$ cat config.mk
export PLATFORM = sky130hd
export DESIGN_NAME = snn_top
export DESIGN_NICKNAME = d
export VERILOG_FILES = /design/src/rtl/snn_pkg.sv /design/src/rtl/snn_event_fifo.sv /design/src/rtl/snn_top.sv
export SDC_FILE = /design/constraint.sdc
export NUM_CORES = 1
export LEC_CHECK = 0
export CORE_MARGIN = 2
export CORE_UTILIZATION = 55
export CTS_CLUSTER_DIAMETER = 60
export CTS_CLUSTER_SIZE = 28
export DETAILED_ROUTE_END_ITERATION = 12
export PLACE_DENSITY = 0.77
export SLEW_MARGIN = 20
export SYNTH_ARGS = -nofsm -noshare
export SYNTH_HDL_FRONTEND = slang
export SYNTH_SLANG_ARGS = --single-unit
$ cat constraint.sdc
create_clock -name clock -period 17.5 [get_ports clock]
set_input_delay 3.5 -clock clock [delete_from_list [all_inputs] [get_ports clock]]
set_output_delay 3.5 -clock clock [all_outputs]
set_load 0.05 [all_outputs]
$ cat src/rtl/snn_pkg.sv
// Shared constants, types and the fixed bias table for the 16-neuron LIF spiking core.
package snn_pkg;

  localparam int unsigned NUM_NEURONS = 16;
  localparam int unsigned ADDR_W      = $clog2(NUM_NEURONS);
  localparam int unsigned V_WIDTH     = 8;
  localparam int unsigned THRESHOLD   = 100;
  localparam int unsigned LEAK_SHIFT  = 3;
  localparam int unsigned FIFO_DEPTH  = 8;
  localparam int unsigned FIFO_PTR_W  = $clog2(FIFO_DEPTH);

  typedef logic [ADDR_W-1:0]  neuron_addr_t;
  typedef logic [V_WIDTH-1:0] potential_t;

  // Each neuron's bias current equals its own address.
  function automatic potential_t bias(neuron_addr_t addr);
    return potential_t'(addr);
  endfunction

endpackage

$ cat src/rtl/snn_event_fifo.sv
// First-word fall-through spike event FIFO; a push into a full FIFO only lands if a pop
// frees a slot at the same edge.
module snn_event_fifo
  import snn_pkg::*;
(
  input  logic              clock,
  input  logic              reset_n,
  input  logic              push,
  input  logic [ADDR_W-1:0] push_data,
  input  logic              pop,
  output logic              empty,
  output logic [ADDR_W-1:0] head
);

  neuron_addr_t            mem_q [FIFO_DEPTH];
  logic [FIFO_PTR_W-1:0]   rd_ptr_q, rd_ptr_d;
  logic [FIFO_PTR_W-1:0]   wr_ptr_q, wr_ptr_d;
  logic [FIFO_PTR_W:0]     count_q, count_d;
  logic                    full;
  logic                    pop_ok;
  logic                    push_ok;

  assign empty   = (count_q == '0);
  assign full    = (count_q == (FIFO_PTR_W+1)'(FIFO_DEPTH));
  assign pop_ok  = pop & ~empty;
  assign push_ok = push & (~full | pop_ok);
  assign head    = empty ? '0 : mem_q[rd_ptr_q];

  always_comb begin
    rd_ptr_d = rd_ptr_q;
    wr_ptr_d = wr_ptr_q;
    count_d  = count_q;
    if (pop_ok)  rd_ptr_d = rd_ptr_q + 1'b1;
    if (push_ok) wr_ptr_d = wr_ptr_q + 1'b1;
    unique case ({push_ok, pop_ok})
      2'b10:   count_d = count_q + 1'b1;
      2'b01:   count_d = count_q - 1'b1;
      default: count_d = count_q;
    endcase
  end

  always_ff @(posedge clock or negedge reset_n) begin
    if (!reset_n) begin
      rd_ptr_q <= '0;
      wr_ptr_q <= '0;
      count_q  <= '0;
    end else begin
      rd_ptr_q <= rd_ptr_d;
      wr_ptr_q <= wr_ptr_d;
      count_q  <= count_d;
    end
  end

  // When full with a coincident pop, the write slot is the slot being vacated.
  always_ff @(posedge clock) begin
    if (push_ok) mem_q[wr_ptr_q] <= push_data;
  end

endmodule

$ cat src/rtl/snn_top.sv
// Time-multiplexed LIF core: one neuron per clock, spikes queued as addresses for the host.
module snn_top
  import snn_pkg::*;
(
  input  logic              clock,
  input  logic              reset_n,
  input  logic              snn_ren,
  output logic              snn_event_n,
  output logic [ADDR_W-1:0] neuron_addr_out
);

  localparam neuron_addr_t LastIdx = neuron_addr_t'(NUM_NEURONS - 1);

  neuron_addr_t     idx_q;
  potential_t       v_q [NUM_NEURONS];
  potential_t       v_cur;
  potential_t       v_sat;
  potential_t       v_next;
  logic [V_WIDTH:0] v_sum;
  logic             spike;
  logic             fifo_empty;

  // One extra bit catches overflow of leak-plus-bias before saturating.
  always_comb begin
    v_cur  = v_q[idx_q];
    v_sum  = {1'b0, v_cur} - {1'b0, (v_cur >> LEAK_SHIFT)} + {1'b0, bias(idx_q)};
    v_sat  = v_sum[V_WIDTH] ? '1 : v_sum[V_WIDTH-1:0];
    spike  = (v_sum >= (V_WIDTH+1)'(THRESHOLD));
    v_next = spike ? '0 : v_sat;
  end

  always_ff @(posedge clock or negedge reset_n) begin
    if (!reset_n) begin
      idx_q <= '0;
      for (int i = 0; i < NUM_NEURONS; i++) v_q[i] <= '0;
    end else begin
      idx_q        <= (idx_q == LastIdx) ? '0 : idx_q + 1'b1;
      v_q[idx_q]   <= v_next;
    end
  end

  snn_event_fifo u_fifo (
    .clock     (clock),
    .reset_n   (reset_n),
    .push      (spike),
    .push_data (idx_q),
    .pop       (snn_ren),
    .empty     (fifo_empty),
    .head      (neuron_addr_out)
  );

  assign snn_event_n = fifo_empty;

endmodule

# Yosys cells after proc, flatten, opt, wreduce, memory -nomap -nowiden
# Memories as Yosys holds them, arrays and structs flattened.
# Index checks and enable logic that the tools add are counted.
[classes] eq_ne=4 bitwise_logic=6 n_lt_le_gt_ge=3 muxes=13 add_sub_neg=7 n_reduce_logical=3
[op_table] operator="bitwise mux 128 bit" n=1
[op_table] operator="two-way mux 8 bit" n=5
[op_table] operator="binary-select mux 8 bit (select 4 bit)" n=1
[op_table] operator="demux 8 bit (select 4 bit)" n=1
[op_table] operator="adder 9 x 4 -> 9 bit" n=1
[op_table] operator=">= comparator 9 x 7 -> 1 bit, second input constant" n=1
[op_table] operator="subtractor 8 x 5 -> 9 bit" n=1
[op_table] operator="adder 4 x 1 -> 4 bit, second input constant" n=2
[op_table] operator="equality test 4 bit, second input constant" n=2
[op_table] operator="two-way mux 4 bit" n=2
[op_table] operator="case mux 4 bit (2 select lines)" n=1
[op_table] operator="adder 3 x 1 -> 3 bit, second input constant" n=2
[op_table] operator=">= comparator 5 bit, second input constant" n=1
[op_table] operator="< comparator 5 x 1 -> 1 bit, second input constant" n=1
[op_table] operator="NOT 4 -> 5 bit" n=1
[op_table] operator="logical NOT 4 bit" n=1
[op_table] operator="subtractor 4 x 1 -> 4 bit, second input constant" n=1
[op_table] operator="bitwise AND 1 bit" n=2
[op_table] operator="equality test 2 x 1 -> 1 bit, second input constant" n=1
[op_table] operator="equality test 2 bit, second input constant" n=1
[op_table] operator="two-way mux 1 bit" n=2
[op_table] operator="NOT 1 bit" n=2
[op_table] operator="nonzero test 2 bit" n=1
[op_table] operator="logical AND 1 bit" n=1
[op_table] operator="OR 1 bit" n=1
[word_totals] output_inout_bits=5 input_bits=3 mem_count=1 word_cells=57 regBits=142 mem_bits_rw=32
[mem_list] memory="u_fifo.mem_q" words=8 word_bits=4 rd=1 rd_clocked_by_memory_dff=0 write_ports=1 line_no="snn_event_fifo.sv:15" text="neuron_addr_t mem_q [FIFO_DEPTH];"

# Logic depth before layout (Yosys ltp)
[logic_depth] word_depth=10 mapped_depth=22 mapped_depth_nobuf=19

# Hierarchy
# Synthesis repeated with hierarchy kept, for this count alone.
[unflattened] cells_unflattened=717 hier_area_um2=8684.6
[by_module_without_submodules] module="snn_top" seq_area_each_um2=3303.2 instances=1 area_per_inst_um2=6752.7 cells_each=584
[by_module_without_submodules] module="snn_event_fifo" seq_area_each_um2=1211.2 instances=1 area_per_inst_um2=1931.9 cells_each=133

# Worst setup path after synthesis
# Ideal clock, no wire load.
[synth_timing] path_kind="register to output" startpoint="register u_fifo.count_q[1]" endpoint="output port neuron_addr_out[0]" required_time_ns=14.000 stages_incl_launch_ff=4 setup_slack_ns=10.827 arrival_time_ns=3.173 path_cell_list="dfrtp_1 > clkbuf_1 > nor4_1 > nor2_1"
[synth_between] elab_chain_cells=2
[synth_lines] item="start, declared" line_no="snn_event_fifo.sv:18" text="logic [FIFO_PTR_W:0] count_q, count_d;"
[synth_lines] item="start signal, assigned" line_no="snn_event_fifo.sv:50" text="count_q <= count_d;"
[synth_lines] item="logical NOT 4 bit" line_no="snn_event_fifo.sv:23" text="assign empty = (count_q == '0);"
[synth_lines] item="named net snn_event_n" line_no="snn_top.sv:8" text="output logic snn_event_n,"
[synth_lines] item="two-way mux 4 bit" line_no="snn_event_fifo.sv:27" text="assign head = empty ? '0 : mem_q[rd_ptr_q];"
[synth_lines] item="end, declared" line_no="snn_top.sv:9" text="output logic [ADDR_W-1:0] neuron_addr_out"
# The timed path passes the listed nets, and every way through them passes these cells.

# Final worst setup path
[layout_timing] startpoint="register u_fifo.rd_ptr_q[0]" endpoint="output port neuron_addr_out[2]"
[layout_between] elab_chain_cells=2
[layout_lines] item="start, declared" line_no="snn_event_fifo.sv:16" text="logic [FIFO_PTR_W-1:0] rd_ptr_q, rd_ptr_d;"
[layout_lines] item="start signal, assigned" line_no="snn_event_fifo.sv:48" text="rd_ptr_q <= rd_ptr_d;"
[layout_lines] item="memory read (8 x 4 bit)"
[layout_lines] item="two-way mux 4 bit" line_no="snn_event_fifo.sv:27"
# Every way passes these cells.

==> metrics.txt <==
post-synth top area share 44.1%; P_leak 3.82 nW; Post-CTS Resized 0; WP buf/inv 1; Clock transition at path regs 60 ps; main area contributors after synthesis dfrtp_1 44%, mux4_2 13%, edfxtp_1 12%; drt total wl 17,800 um; Detailed Place HPWL 11,600 um; Mapped Nets 709; final setup fails 0; GRT Overall Usage 24.7%; H-Tree Level Count 4; Cell Area, Synth 8060 um2; Pwr Total 0.862 mW; Fin Setup TNS 0 ps; die area 15,600 um2; DRC Markers 0; CTS buffer count 17; worst path arrival time 2710 ps; sequential share of the synthesized area 56.0%; Clock Path Buffers 2; CP endpoint kind output port; Final Core Density 60.9%; # Post-CTS Setup Buffers 0; worst-skew pair later-pin latency 440 ps; largest net degree at the start of global routing 88; clock root cell clkbuf_16; Max Cap Viol 0; Top delay family on crit path multiplexers; unrepaired setup endpoints after global routing false; CTS Hold Buffers Added 0; Max FO, Critical Path 10; io pins 8; WL/cell 20.4 um; Slew headroom 31.9%; synthesis-to-finish area growth 8.99%; Final ANT Viol Nets 0; Hold Vio Cnt, Final 0; pwr dens 98.2 nW/um2; total core area 14,400 um2; clk sink count 174; R2R cell count 13; slew at the pin closest to its max-slew limit 1020 ps; Final nets 697; total stage count of the critical path 4; Post-synth EDFFs 32; Crit path required time 14,000 ps; fillers 1,138; status complete, no violations; DR iter-0 viols 497; CP peak stage delay 740 ps; die width 125 um; post-DR vias/cell 6.10; Peak Freq 161 MHz; Worst path slowest cell dfrtp_1; clock skew 11.5 ps; syn avg cell area 11.8 um2; biggest area consumer among synthesized cells dfrtp_1; Synth warnings 0; port buffer count 7; Post-Place Setup Slack 11,430 ps; cells after synthesis 685; final worst path period share 35.5%; count leader, synth dfrtp_1; hold depth 2; Worst setup SP type flip-flop; Pins Over Slew Limit 0; n_diodes 0; standard-cell row count 44; main flop type after synthesis dfrtp_1; worst hold slack 479 ps; Starting Density 55.9%; PnR worst setup slack 11,290 ps; post-layout min period 6210 ps; Placer Congestion 0.918; Commonest cells post-synth 142 x dfrtp_1, 141 x nand2_1, 97 x o21ai_0; Seq cells post-synth 174; Worst Hold Class reg -> reg; Worst IR Drop VDD 0.0785 mV; Die Y 125 um; crit-path cells mux4_2, mux2i_1, nor2_1, clkdlybuf4s50_1; Cell variety after synth 50; vias in the first global route 5,541; ys async rst share 81.6%; vias 5,304; first-pass GRT wire length 29,800 um; TritonCTS clock tree built; GR Overflow Total 0; first-pass iteration count of the detailed router 5; initial antenna violation count 0; layout cells sized above 1 13.7%; Setup CP Type reg -> out
[sequential cells by signal, summed over array words and instances, names as in the netlist]
register / count
v_q: 128
idx_q: 4
u_fifo.count_q: 4
u_fifo.wr_ptr_q: 3
u_fifo.mem_q: 32
u_fifo.rd_ptr_q: 3
[area by class of cell]
cell class / instances / area [um2] / area share, %
clock buffer: 24 / 493 / 5.61
clock inverter: 8 / 80.1 / 0.912
inverter: 23 / 86.3 / 0.983
multi-input combinational: 447 / 3280 / 37.4
sequential: 174 / 4520 / 51.4
tap: 184 / 230 / 2.62
timing repair buffer: 10 / 93.8 / 1.07
[routing by layer]
metal / vias to the layer above / GRT usage (%) / part of all wire [%]
met4: 0 / 9.67 / 3.2
met5: - / 0 / 0
met1: 2668 / 32.5 / 41
met2: 203 / 39.9 / 50
met3: 48 / 6.20 / 5.9
li1: 2385 / - / -
[placed cells by master (no fill, tap or decap), drive strengths merged, types with 4 or more instances in the layout]
cell type | Yosys | final
clkdlybuf4s50 | 0 | 6
clkinv | 0 | 5
nor3 | 9 | 9
o21ai | 117 | 117
xnor2 | 9 | 9
nor2b | 4 | 4
a21o | 4 | 4
ha | 17 | 17
nor2 | 16 | 16
mux2i | 5 | 5
mux4 | 47 | 47
nand2 | 146 | 146
buf | 9 | 4
nand2b | 5 | 5
dfrtp | 142 | 142
edfxtp | 32 | 32
fa | 4 | 4
and2 | 16 | 16
clkbuf | 32 | 24
nand3 | 11 | 11
inv | 23 | 24
[stage by stage]
stage | cell area (um2) | instances
final | 8780 | 870
after global routing | 8780 | 870
after CTS | 8780 | 870
after detailed placement | 8200 | 838
after global placement | 8200 | 838
after floorplan | 8060 | 685
[worst reg2reg max path, delay by kind of cell (launching register included)]
kind,cells,cell delay [ps]
adders and majority gates,2,910
AOI/OAI and AO/OA,4,1290
muxes,2,900
buffers and inverters,2,510
and+or+nand+nor,2,900
xor gates and xnor gates,1,250
DFF,1,1010
[report_power, final]
part           internal, mW  switching [mW]  leakage, nW  total [mW]
clock                 0.212           0.155        0.280       0.367
sequential            0.418          0.0197         2.10       0.438
combinational        0.0263          0.0311         1.45      0.0574
total                 0.656           0.206         3.82       0.862
[final timing paths]
kind | start | to | slack [ps]
worst max-delay path | u_fifo.rd_ptr_q[0] | neuron_addr_out[2] | 11290
worst min-delay path | v_q[27] | v_q[27] | 480
worst max register to register | idx_q[1] | u_fifo.mem_q[0][3] | 11370
worst min register to register | v_q[27] | v_q[27] | 480
max in group asynchronous | reset_n | idx_q[0] | 13150
min in group asynchronous | reset_n | v_q[22] | 3130
[logic make-up after synthesis]
family / after synthesis / synth area share, %
muxes: 54 / 14.0
and+or+nand+nor: 218 / 11.9
adders and majority gates: 21 / 3.63
DFF: 174 / 56.0
AOI/OAI and AO/OA: 143 / 9.81
buffers and inverters: 64 / 3.31
xor gates and xnor gates: 11 / 1.29
Note: power is estimated with default switching activity, not from simulation.
